## src/rtl/disp_sched.sv

```systemverilog
// disp_sched: source scheduler for the shared 4-digit 7-segment display path.
// Picks the 4-bit source for the 16-input display mux from three requesters
// (computer override > auto-rotation > manual switches), raises the
// direct-pixel flag for the raw-pixel source, and blanks the display for a
// programmable number of ticks after every source change so that mixed
// frames are never shown.
module disp_sched #(
    parameter int TICK_DIV    = 1000,
    parameter int DWELL_TICKS = 2000,
    parameter int BLANK_TICKS = 20,
    parameter int DIRECT_SRC  = 10
) (
    input  logic        clk,
    input  logic        reset,
    input  logic [3:0]  man_sel,
    input  logic        comp_en,
    input  logic [3:0]  comp_sel,
    input  logic        auto_en,
    input  logic [15:0] src_mask,
    input  logic        btn_next,
    input  logic        btn_prev,
    output logic [3:0]  sel,
    output logic        direct,
    output logic        blank,
    output logic [1:0]  mode,
    output logic        switch_pulse
);

    // Counter widths; a width of at least one bit keeps degenerate
    // parameter values (1) legal.
    localparam int PW = (TICK_DIV    > 1) ? $clog2(TICK_DIV)    : 1;
    localparam int DW = (DWELL_TICKS > 1) ? $clog2(DWELL_TICKS) : 1;
    localparam int BW = (BLANK_TICKS > 1) ? $clog2(BLANK_TICKS) : 1;

    localparam logic [PW-1:0] PRESC_LAST = PW'(TICK_DIV - 1);
    localparam logic [DW-1:0] DWELL_LAST = DW'(DWELL_TICKS - 1);
    localparam logic [BW-1:0] BLANK_LAST = BW'(BLANK_TICKS - 1);
    localparam logic [3:0]    DIRECT_IDX = 4'(DIRECT_SRC);

    localparam logic [1:0] MODE_MAN  = 2'd0;
    localparam logic [1:0] MODE_AUTO = 2'd1;
    localparam logic [1:0] MODE_COMP = 2'd2;

    // Next enabled source above cur, searching circularly from cur+1.
    // The last probe is cur itself, so a lone set bit on cur returns cur.
    function automatic logic [3:0] find_next_up(input logic [15:0] mask,
                                                input logic [3:0]  cur);
        logic [3:0] res;
        logic       found;
        logic [3:0] idx;
        res   = cur;
        found = 1'b0;
        for (logic [4:0] i = 5'd1; i <= 5'd16; i++) begin
            idx = cur + i[3:0];
            if (!found && mask[idx]) begin
                res   = idx;
                found = 1'b1;
            end else begin
                res = res;
            end
        end
        return res;
    endfunction

    // Previous enabled source below cur, searching circularly from cur-1.
    function automatic logic [3:0] find_next_down(input logic [15:0] mask,
                                                  input logic [3:0]  cur);
        logic [3:0] res;
        logic       found;
        logic [3:0] idx;
        res   = cur;
        found = 1'b0;
        for (logic [4:0] i = 5'd1; i <= 5'd16; i++) begin
            idx = cur - i[3:0];
            if (!found && mask[idx]) begin
                res   = idx;
                found = 1'b1;
            end else begin
                res = res;
            end
        end
        return res;
    endfunction

    // Registered state
    logic [PW-1:0] presc_r;
    logic [DW-1:0] dwell_r;
    logic [BW-1:0] blank_cnt_r;
    logic          blank_skip_r;
    logic          blank_r;
    logic [3:0]    sel_r;
    logic [1:0]    mode_r;
    logic          direct_r;
    logic          pulse_r;
    logic          btn_next_q_r;
    logic          btn_prev_q_r;

    // Next-state values
    logic [PW-1:0] presc_s;
    logic          tick_s;
    logic [DW-1:0] dwell_s;
    logic [BW-1:0] blank_cnt_s;
    logic          blank_skip_s;
    logic          blank_s;
    logic [3:0]    sel_s;
    logic [1:0]    mode_s;
    logic          direct_s;
    logic          pulse_s;
    logic          step_fwd_btn_s;
    logic          step_back_btn_s;

    // Free-running prescaler producing the one-cycle scheduler tick on wrap
    always_comb begin
        tick_s = (presc_r == PRESC_LAST);
        if (tick_s) begin
            presc_s = {PW{1'b0}};
        end else begin
            presc_s = presc_r + PW'(1'b1);
        end
    end

    // Button rising edges; simultaneous edges on both buttons cancel out
    always_comb begin
        logic next_rise;
        logic prev_rise;
        next_rise = btn_next & ~btn_next_q_r;
        prev_rise = btn_prev & ~btn_prev_q_r;
        if (next_rise && prev_rise) begin
            step_fwd_btn_s  = 1'b0;
            step_back_btn_s = 1'b0;
        end else begin
            step_fwd_btn_s  = next_rise;
            step_back_btn_s = prev_rise;
        end
    end

    // Fixed-priority requester selection: computer, then auto, then manual
    always_comb begin
        if (comp_en) begin
            mode_s = MODE_COMP;
        end else if (auto_en) begin
            mode_s = MODE_AUTO;
        end else begin
            mode_s = MODE_MAN;
        end
    end

    // Target source and dwell counter for the selected mode
    always_comb begin
        sel_s   = sel_r;
        dwell_s = dwell_r;
        case (mode_s)
            MODE_COMP: begin
                sel_s   = comp_sel;
                dwell_s = {DW{1'b0}};
            end
            MODE_MAN: begin
                sel_s   = man_sel;
                dwell_s = {DW{1'b0}};
            end
            MODE_AUTO: begin
                if (src_mask == 16'h0000) begin
                    // Nothing to rotate over: park on source 0.
                    sel_s   = 4'd0;
                    dwell_s = {DW{1'b0}};
                end else if (mode_r != MODE_AUTO) begin
                    // Entering rotation: keep the current source if enabled.
                    if (src_mask[sel_r]) begin
                        sel_s = sel_r;
                    end else begin
                        sel_s = find_next_up(src_mask, sel_r);
                    end
                    dwell_s = {DW{1'b0}};
                end else if (step_fwd_btn_s) begin
                    // A button beats a coinciding dwell expiry: one step only.
                    sel_s   = find_next_up(src_mask, sel_r);
                    dwell_s = {DW{1'b0}};
                end else if (step_back_btn_s) begin
                    sel_s   = find_next_down(src_mask, sel_r);
                    dwell_s = {DW{1'b0}};
                end else if (tick_s) begin
                    if (dwell_r == DWELL_LAST) begin
                        sel_s   = find_next_up(src_mask, sel_r);
                        dwell_s = {DW{1'b0}};
                    end else begin
                        sel_s   = sel_r;
                        dwell_s = dwell_r + DW'(1'b1);
                    end
                end else begin
                    sel_s   = sel_r;
                    dwell_s = dwell_r;
                end
            end
            default: begin
                sel_s   = 4'd0;
                dwell_s = {DW{1'b0}};
            end
        endcase
    end

    // Switch detection, direct flag and post-switch blanking
    always_comb begin
        pulse_s      = (sel_s != sel_r);
        direct_s     = (sel_s == DIRECT_IDX);
        blank_s      = blank_r;
        blank_cnt_s  = blank_cnt_r;
        blank_skip_s = blank_skip_r;
        if (pulse_s) begin
            // Start (or restart) blanking. If the first blank cycle is not
            // the start of a tick period, the tick ending that partial
            // period is skipped so only full ticks are counted.
            blank_s      = 1'b1;
            blank_cnt_s  = {BW{1'b0}};
            blank_skip_s = (presc_s != {PW{1'b0}});
        end else if (blank_r && tick_s) begin
            if (blank_skip_r) begin
                blank_skip_s = 1'b0;
            end else if (blank_cnt_r == BLANK_LAST) begin
                blank_s     = 1'b0;
                blank_cnt_s = {BW{1'b0}};
            end else begin
                blank_cnt_s = blank_cnt_r + BW'(1'b1);
            end
        end else begin
            blank_s = blank_r;
        end
    end

    // State registers with synchronous active-high reset
    always_ff @(posedge clk) begin
        if (reset) begin
            presc_r      <= {PW{1'b0}};
            dwell_r      <= {DW{1'b0}};
            blank_cnt_r  <= {BW{1'b0}};
            blank_skip_r <= 1'b0;
            blank_r      <= 1'b0;
            sel_r        <= 4'd0;
            mode_r       <= MODE_MAN;
            direct_r     <= (DIRECT_IDX == 4'd0);
            pulse_r      <= 1'b0;
            // A button held through reset must not look like a fresh edge.
            btn_next_q_r <= 1'b1;
            btn_prev_q_r <= 1'b1;
        end else begin
            presc_r      <= presc_s;
            dwell_r      <= dwell_s;
            blank_cnt_r  <= blank_cnt_s;
            blank_skip_r <= blank_skip_s;
            blank_r      <= blank_s;
            sel_r        <= sel_s;
            mode_r       <= mode_s;
            direct_r     <= direct_s;
            pulse_r      <= pulse_s;
            btn_next_q_r <= btn_next;
            btn_prev_q_r <= btn_prev;
        end
    end

    assign sel          = sel_r;
    assign direct       = direct_r;
    assign blank        = blank_r;
    assign mode         = mode_r;
    assign switch_pulse = pulse_r;

endmodule

```

## config.mk

```make
export PLATFORM = sky130hd
export DESIGN_NAME = disp_sched
export DESIGN_NICKNAME = d
export VERILOG_FILES = /design/src/rtl/disp_sched.sv
export SDC_FILE = /design/constraint.sdc
export NUM_CORES = 1
export LEC_CHECK = 0
export ABC_AREA = 1
export CORE_MARGIN = 8
export CORE_UTILIZATION = 25
export DETAILED_ROUTE_END_ITERATION = 16
export REMOVE_ABC_BUFFERS = 1
export SYNTH_ARGS = -nofsm -noshare
export SYNTH_HDL_FRONTEND = slang
export SYNTH_SLANG_ARGS = --single-unit
```

## constraint.sdc

```tcl
create_clock -name clk -period 4.95 [get_ports clk]
set_clock_uncertainty 0.15 [all_clocks]
set_input_delay 0.7425 -clock clk [delete_from_list [all_inputs] [get_ports clk]]
set_output_delay 0.7425 -clock clk [all_outputs]
set_load 0.02 [all_outputs]
```

==> results.md <==
- Starting Density: 0.2533
- Hold path cells: 1
- Tot GR Track Use: 0.1397
- Setup WS pre-CTS: 207.8 ps
- Power after layout: 1.861 mW
- Hold WS: 311.4 ps
- Static Leakage: between 2 and 3 nW
- Max-Slew Margin vs Limit: 0.5063
- Setup WS post-layout: about 500 ps
- Switching share of total power: 0.5263
- Iteration-0 DRC Markers: about 510
- Later-pin clock latency in the skew report: around 280 ps
- Total number of vias: between 5000 and 6000
- Final #Nets: approximately 990
- CP Max Fanout: 11
- DIE AREA: roughly 24000 µm²
- Inst Count DP: roughly 1200
- Core area: ~19000 µm²
- CTS tree: built
- First-pass GRT wire length: between 20000 and 30000 µm
- Row Count: 51
- Die Wd: roughly 160 µm
- CP Launch Type: flip-flop
- RD Place Congestion: about 1.0
- Ys flop type: dfxtp_1
- Clock network power share: 0.159
- Asr flop ratio synth: 0
- Sw power: approximately 980 µW
- FMAX: 224.2 MHz
- Netlist cell types: 46
- Post-DRT Antenna Nets: 0
- CTS H-tree depth: 2
- Max-cap viol count: 0
- TritonCTS Buffers: 5
- Complex-gate fraction of the synthesized area: 0.08811
- CTS Sinks: 38
- Drt drc: 0
- Period minus WS final: around 4500 ps
- First-pass DRT Iterations: 5
- Synth Register Bits: 38
- Reg2reg path depth: 34
- Endpoint class of the critical path: flip-flop
- Peak VDD IR: 0.1126 mV
- TNS Setup: 0 ps
- Reg-to-reg endpoint: blank
- Simple-gate share of the synthesized area: 0.5727
- Worst-path clk slew: approximately 60 ps
- ANT cells: 0
- Top cell by count, worst path: nand2_1
- Flop pwr share: 0.174
- Final setup fails: 0
- Cell area power density: around 320 nW/µm²
- Slew Limit Fails: 0
- Worst R2R Setup Slack: slightly below 500 ps
- CTS Buffer Depth: 2
- Status: complete, no violations
- Post-synthesis sequential area ratio: 0.1548
- Port buffer count: 38
- Top-level port count: 39
- HPWL after DPL: around 14000 µm
- Syn avg cell area: about 5.5 µm²
- Largest family of logic cells by synthesized area: simple AND/OR/NAND/NOR gates
- Worst slew pin tran: 734.8 ps
- Syn. warnings: 0
- Syn-to-layout area delta: 19.00%
- Layout cells sized above 1: 0.1025
- Pint: between 800 and 900 µW
- Cells after synthesis: about 900
- Adder-cell share of the synthesized area: 0.03310
- Critical Path AT: around 4500 ps
- Initial antenna violation count: 0
- Setup CP Type: reg2reg
- Min-delay src: presc_r[0]
- Grt total ovfl: 0
- Combinational share of power: 0.666
- Number of global-route vias before repair: 5475
- CP Data Required Time: slightly below 5000 ps
- DR WL/cell: roughly 14 µm
- Vias per cell: around 5
- Cell Area, Synth: ~5000 µm²
- Slowest Stage Delay on Critical Path: roughly 370 ps
- Worst Hold Class: reg2reg
- Post-synth EDFFs: 0
- Fin crit share: 0.9010
- Final Hold Viols: 0
- Largest net degree at the start of global routing: 28
- XOR/XNOR Fraction of Synth Area: 0.01884
- Clock root buffer master: clkbuf_16
- WL final: ~17000 µm
- CP max-delay cell: dfxtp_1
- DIE HEIGHT: around 160 µm
- Hold endpoint: presc_r[0]
- Layout Cells excl Fill: between 1000 and 1500
- RSZ-0062 raised after global routing: no
- Reg2Reg Launch Point: sel[1]
- Post-synthesis mux area share: 0
layout make-up:
type	count	area [µm²]
clock buffer	5	125.1
clock inverter	2	10.01
inverter	143	541.8
tap	265	331.6
fill	2204	13550
timing repair buffer	59	553.0
sequential	38	760.7
multi-input combinational	699	3525
registers in the layout, summed over array words and instances (netlist names):
signal	count
presc_r	10
dwell_r	11
switch_pulse	1
direct	1
blank_skip_r	1
btn_prev_q_r	1
blank	1
mode	2
blank_cnt_r	5
btn_next_q_r	1
sel	4
critical path, delay by kind of cell (launching register included):
| family | cells | cell delay, ps |
|---|---|---|
| buf+inv | 4 | 500 |
| simple gates | 28 | 2870 |
| fa+ha+maj | 1 | 350 |
| compound gates | 1 | 70 |
| flops | 1 | 370 |
synth_stat cells (3+ instances only):
library cell	instances	area (µm²)
nand2_4	3	33.78
inv_2	14	52.55
nand4_1	23	143.9
dfxtp_1	38	760.7
a21oi_1	31	155.2
nor3_1	17	85.08
o21ai_1	9	45.04
nor2_2	7	43.79
nor2_1	59	221.5
nand3_1	153	765.7
a22oi_1	4	30.03
nor4_1	7	43.79
clkbuf_1	7	26.28
xor2_1	5	43.79
nand2_1	291	1092
nor2_4	4	45.04
or2_2	4	25.02
ha_1	13	162.7
o211ai_1	4	30.03
buf_2	3	15.01
buf_6	3	33.78
o21ai_0	22	110.1
buf_4	5	37.54
inv_1	126	473.0
nand2_2	15	93.84
how the worst max path moves through the flow:
stage | start | endpoint | cells after the start
floorplan | sel[0] | blank | 32
finish | sel[1] | blank | 34
CTS | sel[1] | blank | 34
global route | sel[1] | blank | 34
detailed placement | src_mask[3] | blank | 33
global placement | src_mask[11] | blank | 33
layout by cell type (no fill, tap or decap), types with 2 or more instances in the layout:
master	instances
nor2_4	4
dfxtp_1	38
nor2_1	59
nor3_4	2
nor3_2	2
nand2_4	4
or2_2	4
clkdlybuf4s50_1	38
nand3_4	2
a31oi_1	2
xnor2_2	2
buf_4	19
nand2_2	16
inv_2	14
o21ai_0	22
nand4_1	23
nor2_2	7
ha_1	12
nand3_2	2
o21ai_1	9
clkbuf_16	5
o211ai_1	4
nand4_2	2
and2_1	2
nor4_1	7
inv_1	126
xor2_1	5
clkinv_2	3
buf_8	2
nand2_1	289
a22oi_1	4
nor2_8	2
nor3_1	17
a21oi_1	31
nand3_1	153
layer usage:
layer	share of wire	vias to the layer above	global-route usage
met5	0	-	0
met4	0.033	0	0.05950
met3	0.049	37	0.008864
met2	0.47	182	0.2313
met1	0.45	2709	0.1841
li1	-	3007	-
power groups by stage:
stage / Sequential [mW] / Clock [mW] / Combinational [mW]
after global routing: 0.326 / 0.322 / 1.38
after floorplan: 0.351 / 0 / 0.812
final: 0.325 / 0.296 / 1.24
after global placement: 0.330 / 0 / 1.21
after CTS: 0.324 / 0.306 / 1.20
after detailed placement: 0.330 / 0 / 1.20
kinds of logic (layout without fill, tap and decap cells):
kind of cell    count (synthesis)  after routing
flops                          38             38
xor+xnor                        8              8
fa+ha+maj                      13             13
buf+inv                       161            209
simple gates                  600            600
compound gates                 78             78
per-stage QoR:
step                cell area [µm²]  utilization
finish                         5847       0.3014
global route                   5847       0.3014
CTS                            5798       0.2989
detailed placement             5663       0.2919
global placement               5663       0.2919
floorplan                      4801            -
repair_timing:
action	CTS	global route
setup endpoints to repair	0	8
setup buffers	0	1
resized for setup	0	10
hold buffers	0	0
Note: power is estimated with default switching activity, not from simulation.
